### src/rtl/mips_icache_direct.sv
// Direct-mapped, read-only instruction cache with one 32-bit word per line.
// Hits answer one cycle after the accepting edge. A miss holds a single-word
// read toward the backing memory until mem_dvalid, then fills the line and
// forwards the word to the CPU.
module mips_icache_direct #(
    parameter int INDEX_BITS = 4
) (
    input  logic        clk,
    input  logic        reset,
    input  logic [31:0] cpu_addr,
    input  logic        cpu_read,
    output logic        cpu_ready,
    output logic [31:0] cpu_rdata,
    output logic        cpu_rvalid,
    input  logic        flush,
    output logic [31:0] mem_addr,
    output logic        mem_read_en,
    input  logic [31:0] mem_data,
    input  logic        mem_dvalid,
    output logic [31:0] hit_count,
    output logic [31:0] miss_count
);

    // Tag width follows from the index width; it is deliberately not a
    // parameter so the address split can never be made inconsistent.
    localparam int TAG_BITS = 30 - INDEX_BITS;
    localparam int LINES    = 1 << INDEX_BITS;

    typedef enum logic {
        IDLE = 1'b0,
        MISS = 1'b1
    } state_t;

    state_t state;
    state_t state_next;

    // Line storage. Only the valid bits are control state; tags and data are
    // meaningless while their valid bit is clear, so they carry no reset.
    logic [LINES-1:0]    valid_bits;
    logic [TAG_BITS-1:0] tag_mem  [LINES];
    logic [31:0]         data_mem [LINES];

    // Word address of the outstanding miss (byte offset dropped).
    logic [29:0] req_word;

    // The byte offset never selects anything in a word-per-line cache.
    logic addr_lsb_unused;
    assign addr_lsb_unused = ^cpu_addr[1:0];

    // Lookup side: combinational decode of the presented CPU address.
    logic [INDEX_BITS-1:0] lookup_index;
    logic [TAG_BITS-1:0]   lookup_tag;
    logic                  lookup_hit;

    assign lookup_index = cpu_addr[INDEX_BITS+1:2];
    assign lookup_tag   = cpu_addr[31:INDEX_BITS+2];
    assign lookup_hit   = valid_bits[lookup_index] && (tag_mem[lookup_index] == lookup_tag);

    // Fill side: decode of the latched miss address.
    logic [INDEX_BITS-1:0] req_index;
    logic [TAG_BITS-1:0]   req_tag;

    assign req_index = req_word[INDEX_BITS-1:0];
    assign req_tag   = req_word[29:INDEX_BITS];

    // Handshake qualifiers.
    logic accept;
    logic accept_hit;
    logic accept_miss;
    logic fill;

    assign cpu_ready   = (state == IDLE);
    assign accept      = cpu_read && cpu_ready;
    assign accept_hit  = accept && lookup_hit;
    assign accept_miss = accept && !lookup_hit;
    assign fill        = (state == MISS) && mem_dvalid;

    // Memory request: held for the whole miss, but dropped in the data-valid
    // cycle so the memory does not see a fresh read at the fill edge.
    assign mem_read_en = (state == MISS) && !mem_dvalid;
    assign mem_addr    = {req_word, 2'b00};

    // State register.
    always_ff @(posedge clk) begin
        if (reset) begin
            state <= IDLE;
        end else begin
            state <= state_next;
        end
    end

    // Next-state logic: a miss parks the FSM until memory answers.
    always_comb begin
        state_next = state;
        case (state)
            IDLE: begin
                if (accept_miss) begin
                    state_next = MISS;
                end
            end
            MISS: begin
                if (mem_dvalid) begin
                    state_next = IDLE;
                end
            end
            default: begin
                state_next = IDLE;
            end
        endcase
    end

    // Valid bits: flush clears everything, but a fill on the same edge still
    // marks its own line valid because the fill write is applied last.
    always_ff @(posedge clk) begin
        if (reset) begin
            valid_bits <= '0;
        end else begin
            if (flush) begin
                valid_bits <= '0;
            end
            if (fill) begin
                valid_bits[req_index] <= 1'b1;
            end
        end
    end

    // Tag and data arrays are written only when a miss completes.
    always_ff @(posedge clk) begin
        if (fill) begin
            tag_mem[req_index]  <= req_tag;
            data_mem[req_index] <= mem_data;
        end
    end

    // Capture the miss address; it stays put until the next accepted miss so
    // mem_addr is stable for the whole memory transaction.
    always_ff @(posedge clk) begin
        if (accept_miss) begin
            req_word <= cpu_addr[31:2];
        end
    end

    // CPU response: a single-cycle valid pulse per accepted request, from the
    // array on a hit or straight from memory on the fill edge.
    always_ff @(posedge clk) begin
        if (reset) begin
            cpu_rvalid <= 1'b0;
            cpu_rdata  <= '0;
        end else begin
            cpu_rvalid <= 1'b0;
            if (accept_hit) begin
                cpu_rvalid <= 1'b1;
                cpu_rdata  <= data_mem[lookup_index];
            end else if (fill) begin
                cpu_rvalid <= 1'b1;
                cpu_rdata  <= mem_data;
            end
        end
    end

    // Hit/miss statistics on accepted requests; both wrap naturally.
    always_ff @(posedge clk) begin
        if (reset) begin
            hit_count  <= '0;
            miss_count <= '0;
        end else begin
            if (accept_hit) begin
                hit_count <= hit_count + 32'd1;
            end
            if (accept_miss) begin
                miss_count <= miss_count + 32'd1;
            end
        end
    end

endmodule
### config.mk
export PLATFORM = sky130hd
export DESIGN_NAME = mips_icache_direct
export DESIGN_NICKNAME = d
export VERILOG_FILES = /design/src/rtl/mips_icache_direct.sv
export SDC_FILE = /design/constraint.sdc
export NUM_CORES = 1
export LEC_CHECK = 0
export CAP_MARGIN = 15
export CORE_UTILIZATION = 50
export DETAILED_ROUTE_END_ITERATION = 10
export GPL_TIMING_DRIVEN = 0
export PLACE_DENSITY = 0.72
export SYNTH_ARGS = -nofsm -noshare
export SYNTH_HDL_FRONTEND = slang
export SYNTH_SLANG_ARGS = --single-unit
export TNS_END_PERCENT = 20
### constraint.sdc
create_clock -name clk -period 6.3 [get_ports clk]
set_input_delay 1.26 -clock clk [delete_from_list [all_inputs] [get_ports clk]]
set_output_delay 1.26 -clock clk [all_outputs]
set_load 0.005 [all_outputs]
==> results of run 1 <==
==> registers in the layout, indices dropped and copies added, names as in the netlist <==
register	flops
cpu_rvalid	1
data_mem	512
miss_count	32
state	1
hit_count	32
tag_mem	416
req_word	30
valid_bits	16
cpu_rdata	32
==> Yosys cell counts (all sizes together) (20+ instances only) <==
cell type  count  share of area
a21oi         65         0.0077
nand2         55         0.0049
buf           58         0.0097
nand3         67         0.0080
dfxtp        114          0.054
nor2b         37         0.0055
xnor2         20         0.0042
edfxtp       958           0.68
o21ai         22         0.0026
nand4         28         0.0042
clkbuf        63         0.0056
a22oi         38         0.0068
mux2i         81          0.019
mux2          28         0.0075
mux4         247           0.13
nor2          92         0.0082
==> placed cells by master, fill, tap and decap left out, drive strengths merged, types with 23 or more instances in the layout <==
cell	Yosys	routed
a21oi	65	65
a22oi	38	38
buf	58	125
clkbuf	63	193
clkdlybuf4s50	0	194
clkinv	1	53
dfxtp	114	114
edfxtp	958	958
inv	19	23
mux2	28	28
mux2i	81	81
mux4	247	247
nand2	55	55
nand3	67	67
nand4	28	28
nor2	92	92
nor2b	37	37
==> layout make-up <==
| cell class | instances | area share |
|---|---|---|
| Sequential cell | 1072 | 0.620 |
| Multi-Input combinational cell | 981 | 0.210 |
| Timing Repair Buffer | 262 | 0.0634 |
| Clock buffer | 129 | 0.0549 |
| Tap cell | 1080 | 0.0270 |
| Buffer | 121 | 0.0129 |
| Clock inverter | 64 | 0.0102 |
| Inverter | 20 | 0.00155 |
| Antenna cell | 2 | 0.0000999 |
==> routing by layer <==
layer | GRT usage | routed length, µm | up-vias
li1 | - | - | 9751
met1 | 0.353 | 42100 | 12200
met2 | 0.417 | 53100 | 1440
met3 | 0.0638 | 12000 | 239
met4 | 0.0827 | 3230 | 14
met5 | 0 | 75 | -
==> cells by family (layout without fill, tap and decap cells) <==
kind of cell               count (synthesis)  count (layout)
and+or+nand+nor                          393             393
other                                      1               4
adders and majority gates                  2               2
xor gates and xnor gates                  32              32
AOI/OAI and AO/OA                        196             196
buffers and inverters                    141             596
DFF                                     1072            1072
muxes                                    356             356
==> per-stage QoR <==
stage                     setup TNS, ps  setup slack (ps)
final                                 0               193
after global routing                  0              35.9
after CTS                             0              46.7
after detailed placement         -32900              -614
after global placement         -3320400             -6790
after floorplan                       0              31.2
==> worst register-to-register path, stage by stage (launching register included) <==
cell       delay (ps)
edfxtp_1          390
mux2i_1           170
a22oi_1           120
and3_1            230
or4_1             530
a2111oi_0         830
nand4_1           670
nor2_4            420
buf_4             330
buf_2             360
a22oi_1           230
a21oi_1           190
==> timing repair <==
action | 4_1_cts | 5_1_grt
buffers inserted | 0 | 0
endpoints found under the setup margin | 0 | 33
gates resized for setup | 0 | 9
==> where the power goes <==
group          internal, W  total [W]  switching, W
Sequential         0.00779    0.00786     0.0000627
Clock              0.00338    0.00600       0.00262
Combinational     0.000331   0.000756      0.000425
==> path summary, 6_finish.rpt <==
check	slack, ps	to	cells past startpoint
setup / recovery	190	cpu_rdata[7]	15
hold / removal	470	cpu_rdata[16]	2
setup reg to reg	1760	cpu_rdata[7]	11
hold reg to reg	470	cpu_rdata[16]	2
==> impl.org, run 1 <==
** Critical path
- Along the worst path, the maximum fanout reaches 10.
- Counting stages on the worst path, the most repeated cell is buf_2.
- The startpoint identified for the worst register-to-register timing path is tag_mem[0][18].
- STA classifies the critical path endpoint as a flip-flop.
- In this run the worst setup path begins at cpu_addr[5].
- Critical path launch point type :: input port
- Crit path arrival time :: 6700 ps
- At the worst endpoint, the required time is 6890 ps.
- The critical path goes through clkdlybuf4s50_1 > buf_2 > buf_2 > buf_2 > buf_2 > mux4_2 > mux2i_1 > xnor2_1 > o221ai_1 > or4b_4 > nor2_4 > buf_4 > buf_2 > a22oi_1 > a21oi_1.
- Slowest cell on the critical path :: or4b_4
- Start-to-end type of the worst setup path :: input port to flip-flop
- For this run, the slowest stage of the critical path takes around 690 ps.
- Counting both buffers and inverters, the worst setup path holds a total of 7.
- Among cell families on the critical path, the largest total delay comes from buffers and inverters.

** Finish
- Compared with the post-synthesis result, the final layout area differs by 18.8%.
- Number of standard cells in the layout, taps in and fillers out :: 3731
- Final-layout fill cell count :: approximately 6000
- After routing the design area is about 0.05 mm².
- Post-layout net count :: 2634
- FF/Latch Area :: 0.0310 mm²
- Summing all multi-input logic gate instances after layout gives 0.0105 mm².
- For this run, the share of the core covered by cells in the final layout is 0.600.
- Share of final-layout standard cells stronger than drive strength 1 :: 0.207

** STA
- Clock tree skew after final layout :: ~24 ps
- Setup violations remaining at the end of the flow were counted as 0.
- In the finished design, the share of the clock period the worst path needs comes to 0.969.
- FMAX :: 164 MHz
- Headroom to the max-slew limit came out at 0.230.
- The final count of pins violating max slew is 0.
- The final-report hold violation count is 0.
- RSZ-0062 raised after global routing :: no
- Clock period minus worst slack :: 6110 ps
- For the pin with the worst max-slew slack, the measured transition is 1150 ps.
- Worst hold margin :: 467 ps

** Yosys
- Of the total synthesized cell area, the portion taken by AND, OR, NAND and NOR gates is 0.0491.
- Counting flops with an async set or reset pin after synthesis yields a share of 0.
- Count of synthesis-stage warnings from yosys :: 0
- Synthesized area per cell :: 19.2 µm²
- Xor and xnor area share after synthesis :: 0.00665
- Summing every instance area after synthesis gives 0.0422 mm².
- Measured against the total synthesized area, the mux share comes to 0.159.
- Number of synthesized register bits :: approximately 1100
- Of the total synthesized cell area, the portion taken by full adders, half adders and majority gates is 0.000594.
- By area, the combinational part of the netlist is dominated by multiplexers.
- Area fraction in compound gates after synthesis :: 0.0313
- The netlist uses between 70 and 80 different library cells.
- Share of the yosys chip area belonging to registers :: 0.736
- Cells after synthesis :: 2193
- Post-synth EDFFs :: 958
- For this run, the leading register cell type out of synthesis is edfxtp_1.

** Routing
- Per-cell routed wire length :: 29.6 µm
- For this block, the routed nets add up to between 100000 and 150000 µm of wire.
- Antenna-violating nets left :: 0
- First drt pass iteration count :: 7
- The first routing iteration left approximately 2800 violations.
- Vias after detailed routing :: about 24000
- Number of DRC violations after detailed routing :: 0
- In the routed layout, each cell is associated on average with a via count of about 6.3.

** Floorplan
- Die Area :: 0.0855 mm²
- For this configuration, the core starts out at a cell density of 0.505.
- Row generation in the floorplan step produced ~110 rows.
- Measured along the y axis, the die boundary spans 292 µm.
- Die Width :: 292 µm
- Number of I/O pins :: 200
- The region available for standard cell placement spans around 0.084 mm².

** Clocking
- Hold Buf Count CTS :: 0
- The number of clock buffers added by TritonCTS is 105.
- For the worst-skew pair, the clock arrives at the later sink with an insertion delay of 680 ps.
- Counting every sink on the clock net gives 1072.
- Clock edge transition at the registers on the reported setup and hold paths :: 60 ps
- The clock tree synthesis step divided the H-tree into 3 levels.
- CTS tree :: yes
- The root buffer cell chosen for the clock tree is clkbuf_16.
- In this run the deepest clock path goes through 3 buffers.

** Placement
- The count of buffers added on input and output ports is around 190.
- Cell count after placement :: 3531
- Routability congestion estimate :: 0.877
- Placed instance area :: 0.0468 mm²
- Post-DP HPWL :: 71200 µm

** Min path
- Hold wc startpoint :: cpu_rdata[16]
- In this run the worst hold path is classified as flip-flop to flip-flop.

** GRT
- Total routing resource utilization after global routing :: 0.260
- The via count of the first global-routing pass is ~24000.
- Antenna violations before repair :: 8
- Pin count of the biggest net entering global routing :: 39
- Grt ovf :: 0
- First-pass GRT wire length :: about 160000 µm

** Pwr
- Max rail drop VDD :: 0.266 mV
- For this design the static power due to leakage is 16.1 nW.
- Dividing total power by cell area gives a power density of 292 mW/mm².
- The completed layout was analyzed and its total power is 0.0146 W.

** Job
- Count of max-cap constraint violations :: 0

** Run status
- Run status :: finished clean
(Power assumes the default switching activity.)
==> run 2: changes to the inputs <==
--- a/config.mk
+++ b/config.mk
@@ -10,6 +10,7 @@
 export DETAILED_ROUTE_END_ITERATION = 10
 export GPL_TIMING_DRIVEN = 0
 export PLACE_DENSITY = 0.72
+export SETUP_SLACK_MARGIN = 0.05
 export SYNTH_ARGS = -nofsm -noshare
 export SYNTH_HDL_FRONTEND = slang
 export SYNTH_SLANG_ARGS = --single-unit
==> impl.org, run 2 (same netlist as run 1, synthesis figures left out) <==
** Run status
- The run finished with clean final reports.

** Min path
- The tightest min-delay check is of the flip-flop to flip-flop type.

** STA
- The clock skew after layout was 28.4 ps (+4.73 ps).
- The final-report hold violation count is 0 (unchanged).
- The post-layout worst setup margin came to 230 ps (+37.2 ps).
- Clock period minus worst slack :: 6070 ps (-37.2 ps)
- Final worst path period share :: 0.963 (-0.00591)
- The relative slew slack came to 0.229 (-0.000990).
- The total negative slack for setup checks is 0 ps (unchanged).
- Worst Max-Slew Pin Slew :: 1160 ps (+1.48 ps)
- The final count of pins violating max slew came to 0 (unchanged).
- Endpoints failing setup :: 0 (unchanged)
- RSZ-0062 raised after global routing :: no
- The maximum frequency from static timing analysis is 165 MHz (+0.61%).

** Routing
- Starting DRT DRC Count :: 2926 (+3.6%)
- The detailed-route via count is 23700 (+0.33%).
- The mean routed wirelength per cell was 29.7 µm (+0.13%).
- The number of nets still failing antenna checks after routing is 0 (unchanged).
- The detailed-router iteration count before antenna repair was 7 (unchanged).
- The overall routed net length is 111000 µm (+0.15%).
- The detailed-route vias per instance came to 6.36 (+0.30%).
- Number of DRC violations after detailed routing :: 0 (unchanged)

** GRT
- Antenna violations before repair :: 8 (unchanged)
- The via count of the first global-routing pass is 24000 (-0.025%).
- Pin count of the biggest net entering global routing :: 39 (unchanged)
- First-pass GRT wire length :: 160000 µm (about the same)
- Total routing resource utilization after global routing :: 0.260 (about the same)
- The aggregate global routing overflow came to 0 (unchanged).

** Pwr
- The leakage power figure is 16.1 nW (about the same).
- The power per unit of standard cell area came to 292 mW/mm² (about the same).
- The worst-case vdd ir drop was 0.265 mV (-0.52%).
- Overall power :: 0.0146 W (about the same)

** Placement
- The weighted congestion reported at the end of routability-driven placement came to 0.877 (unchanged).
- Cell count after placement :: 3531 (unchanged)
- The detailed placement HPWL came to 71200 µm (unchanged).
- Number of port buffers :: 194 (unchanged)
- Setup WS pre-CTS :: -614 ps (unchanged)

** Floorplan
- The effective utilization at floorplan was 0.505 (unchanged).
- The width of the die is 292 µm (unchanged).
- Die Area :: 0.0855 mm² (unchanged)
- Number of I/O pins :: 200 (unchanged)
- The total number of placement rows was 106 (unchanged).
- The core area came to 0.0836 mm² (unchanged).
- Vertical die dimension :: 292 µm (unchanged)

** Clocking
- Buffer type at the clock tree root :: clkbuf_16
- TritonCTS built the clock tree.
- The clock input transition at the sequential cells of the worst setup and hold paths came to 60 ps (about the same).
- CTS HTree Levels :: 3 (unchanged)
- The maximum root-to-sink buffer count is 3 (unchanged).
- The number of buffers created by CTS came to 105 (unchanged).
- Clock Sink Count :: 1072 (unchanged)
- Insertion delay of the later-clocked pin in the worst-skew pair :: 680 ps (about the same)

** Critical path
- STA classifies the critical path startpoint as an input port.
- The arrival time at the worst endpoint came to 6660 ps (-40 ps).
- Kind of end point of the critical path :: flip-flop
- Data required time at the worst endpoint :: 6890 ps (about the same)
- Critical path fanouts, max :: 10 (unchanged)
- The worst setup path is of the input port to flip-flop kind.

** Finish
- Largest registers ranked by flip-flop count :: data_mem: 512 flops, tag_mem: 416 flops
- Final-layout fill cell count :: 5859 (unchanged)
- Commonest non-fill, non-tap cells in the layout :: 958 x edfxtp_1, 246 x mux4_2, 194 x clkdlybuf4s50_1, 114 x dfxtp_1, 106 x clkbuf_16
- Post-layout net count :: 2636 (+0.076%)
- Max FFs per register :: 512 (unchanged)
- Commonest non-fill, non-tap cell in the layout :: edfxtp_1
- Counting flops per register, the top entry is data_mem.
- The non-filler instance count after layout was 3732 (+0.027%).
- The synthesis-to-layout area growth was 18.8% (about the same).
- Core occupancy in the finished layout :: 0.600 (about the same)
- Share of final-layout standard cells stronger than drive strength 1 :: 0.208 (+0.000598)

** Job
- The number of maximum-capacitance constraint violations was 0 (unchanged).
run 2: cell count changes in the layout (fill, tap and decap cells not counted):
| cell | change |
|---|---|
| nor4b_4 | -1 |
| buf_4 | +2 |
| diode_2 | -1 |
| nor4b_2 | +1 |
run 2: power by group:
part / total (W) / switching, W / internal [W]
combinational: 0.000756 / 0.000425 / 0.000331
sequential: 0.00786 / 0.0000634 / 0.00779
clock: 0.00601 / 0.00262 / 0.00338
total: 0.0146 / 0.00311 / 0.0115
run 2: final timing paths:
check                  from            end  slack (ps)  cells after the start
max reg2reg  tag_mem[0][18]  cpu_rdata[29]        1810                     11
min           cpu_rdata[16]  cpu_rdata[16]         470                      2
max             cpu_addr[5]  cpu_rdata[29]         230                     15
min reg2reg   cpu_rdata[16]  cpu_rdata[16]         470                      2
run 2: per-layer routing:
layer	wire, µm	up-vias	global-route usage
met5	75	-	0
met4	3190	14	0.0825
met3	11900	246	0.0638
met2	53200	1411	0.417
met1	42400	12300	0.354
li1	-	9754	-
run 2: cell type report:
type / count / area (µm²) / area share
flip-flops and latches: 1072 / 31000 / 0.620
multi-input cells: 981 / 10500 / 0.210
repair buffers: 264 / 3190 / 0.0637
clock buffers: 129 / 2750 / 0.0549
well taps: 1080 / 1350 / 0.0270
plain buffers: 121 / 648 / 0.0129
clock inverters: 64 / 512 / 0.0102
inverters: 20 / 77.6 / 0.00155
diodes: 1 / 2.50 / 0.0000499
run 2: worst max-delay path, stage by stage:
cell	delay, ps
clkdlybuf4s50_1	690
buf_2	340
buf_2	470
buf_2	380
buf_2	430
mux4_2	370
mux2i_1	250
xnor2_1	160
o221ai_1	280
or4b_4	670
nor2_4	220
buf_4	330
buf_2	420
a22oi_1	180
a21oi_1	160
run 2: stage by stage:
stage	cell area, µm²	hold slack (ps)
after floorplan	42200	455
after global placement	45500	462
after detailed placement	46800	458
after CTS	50000	466
after global routing	50100	486
final	50100	467
run 2: timing repair:
action,in CTS,in global routing
resized for setup,0,8
pin swaps,1,0
setup buffers,2,0
setup endpoints to repair,1,34
hold buffers,0,0
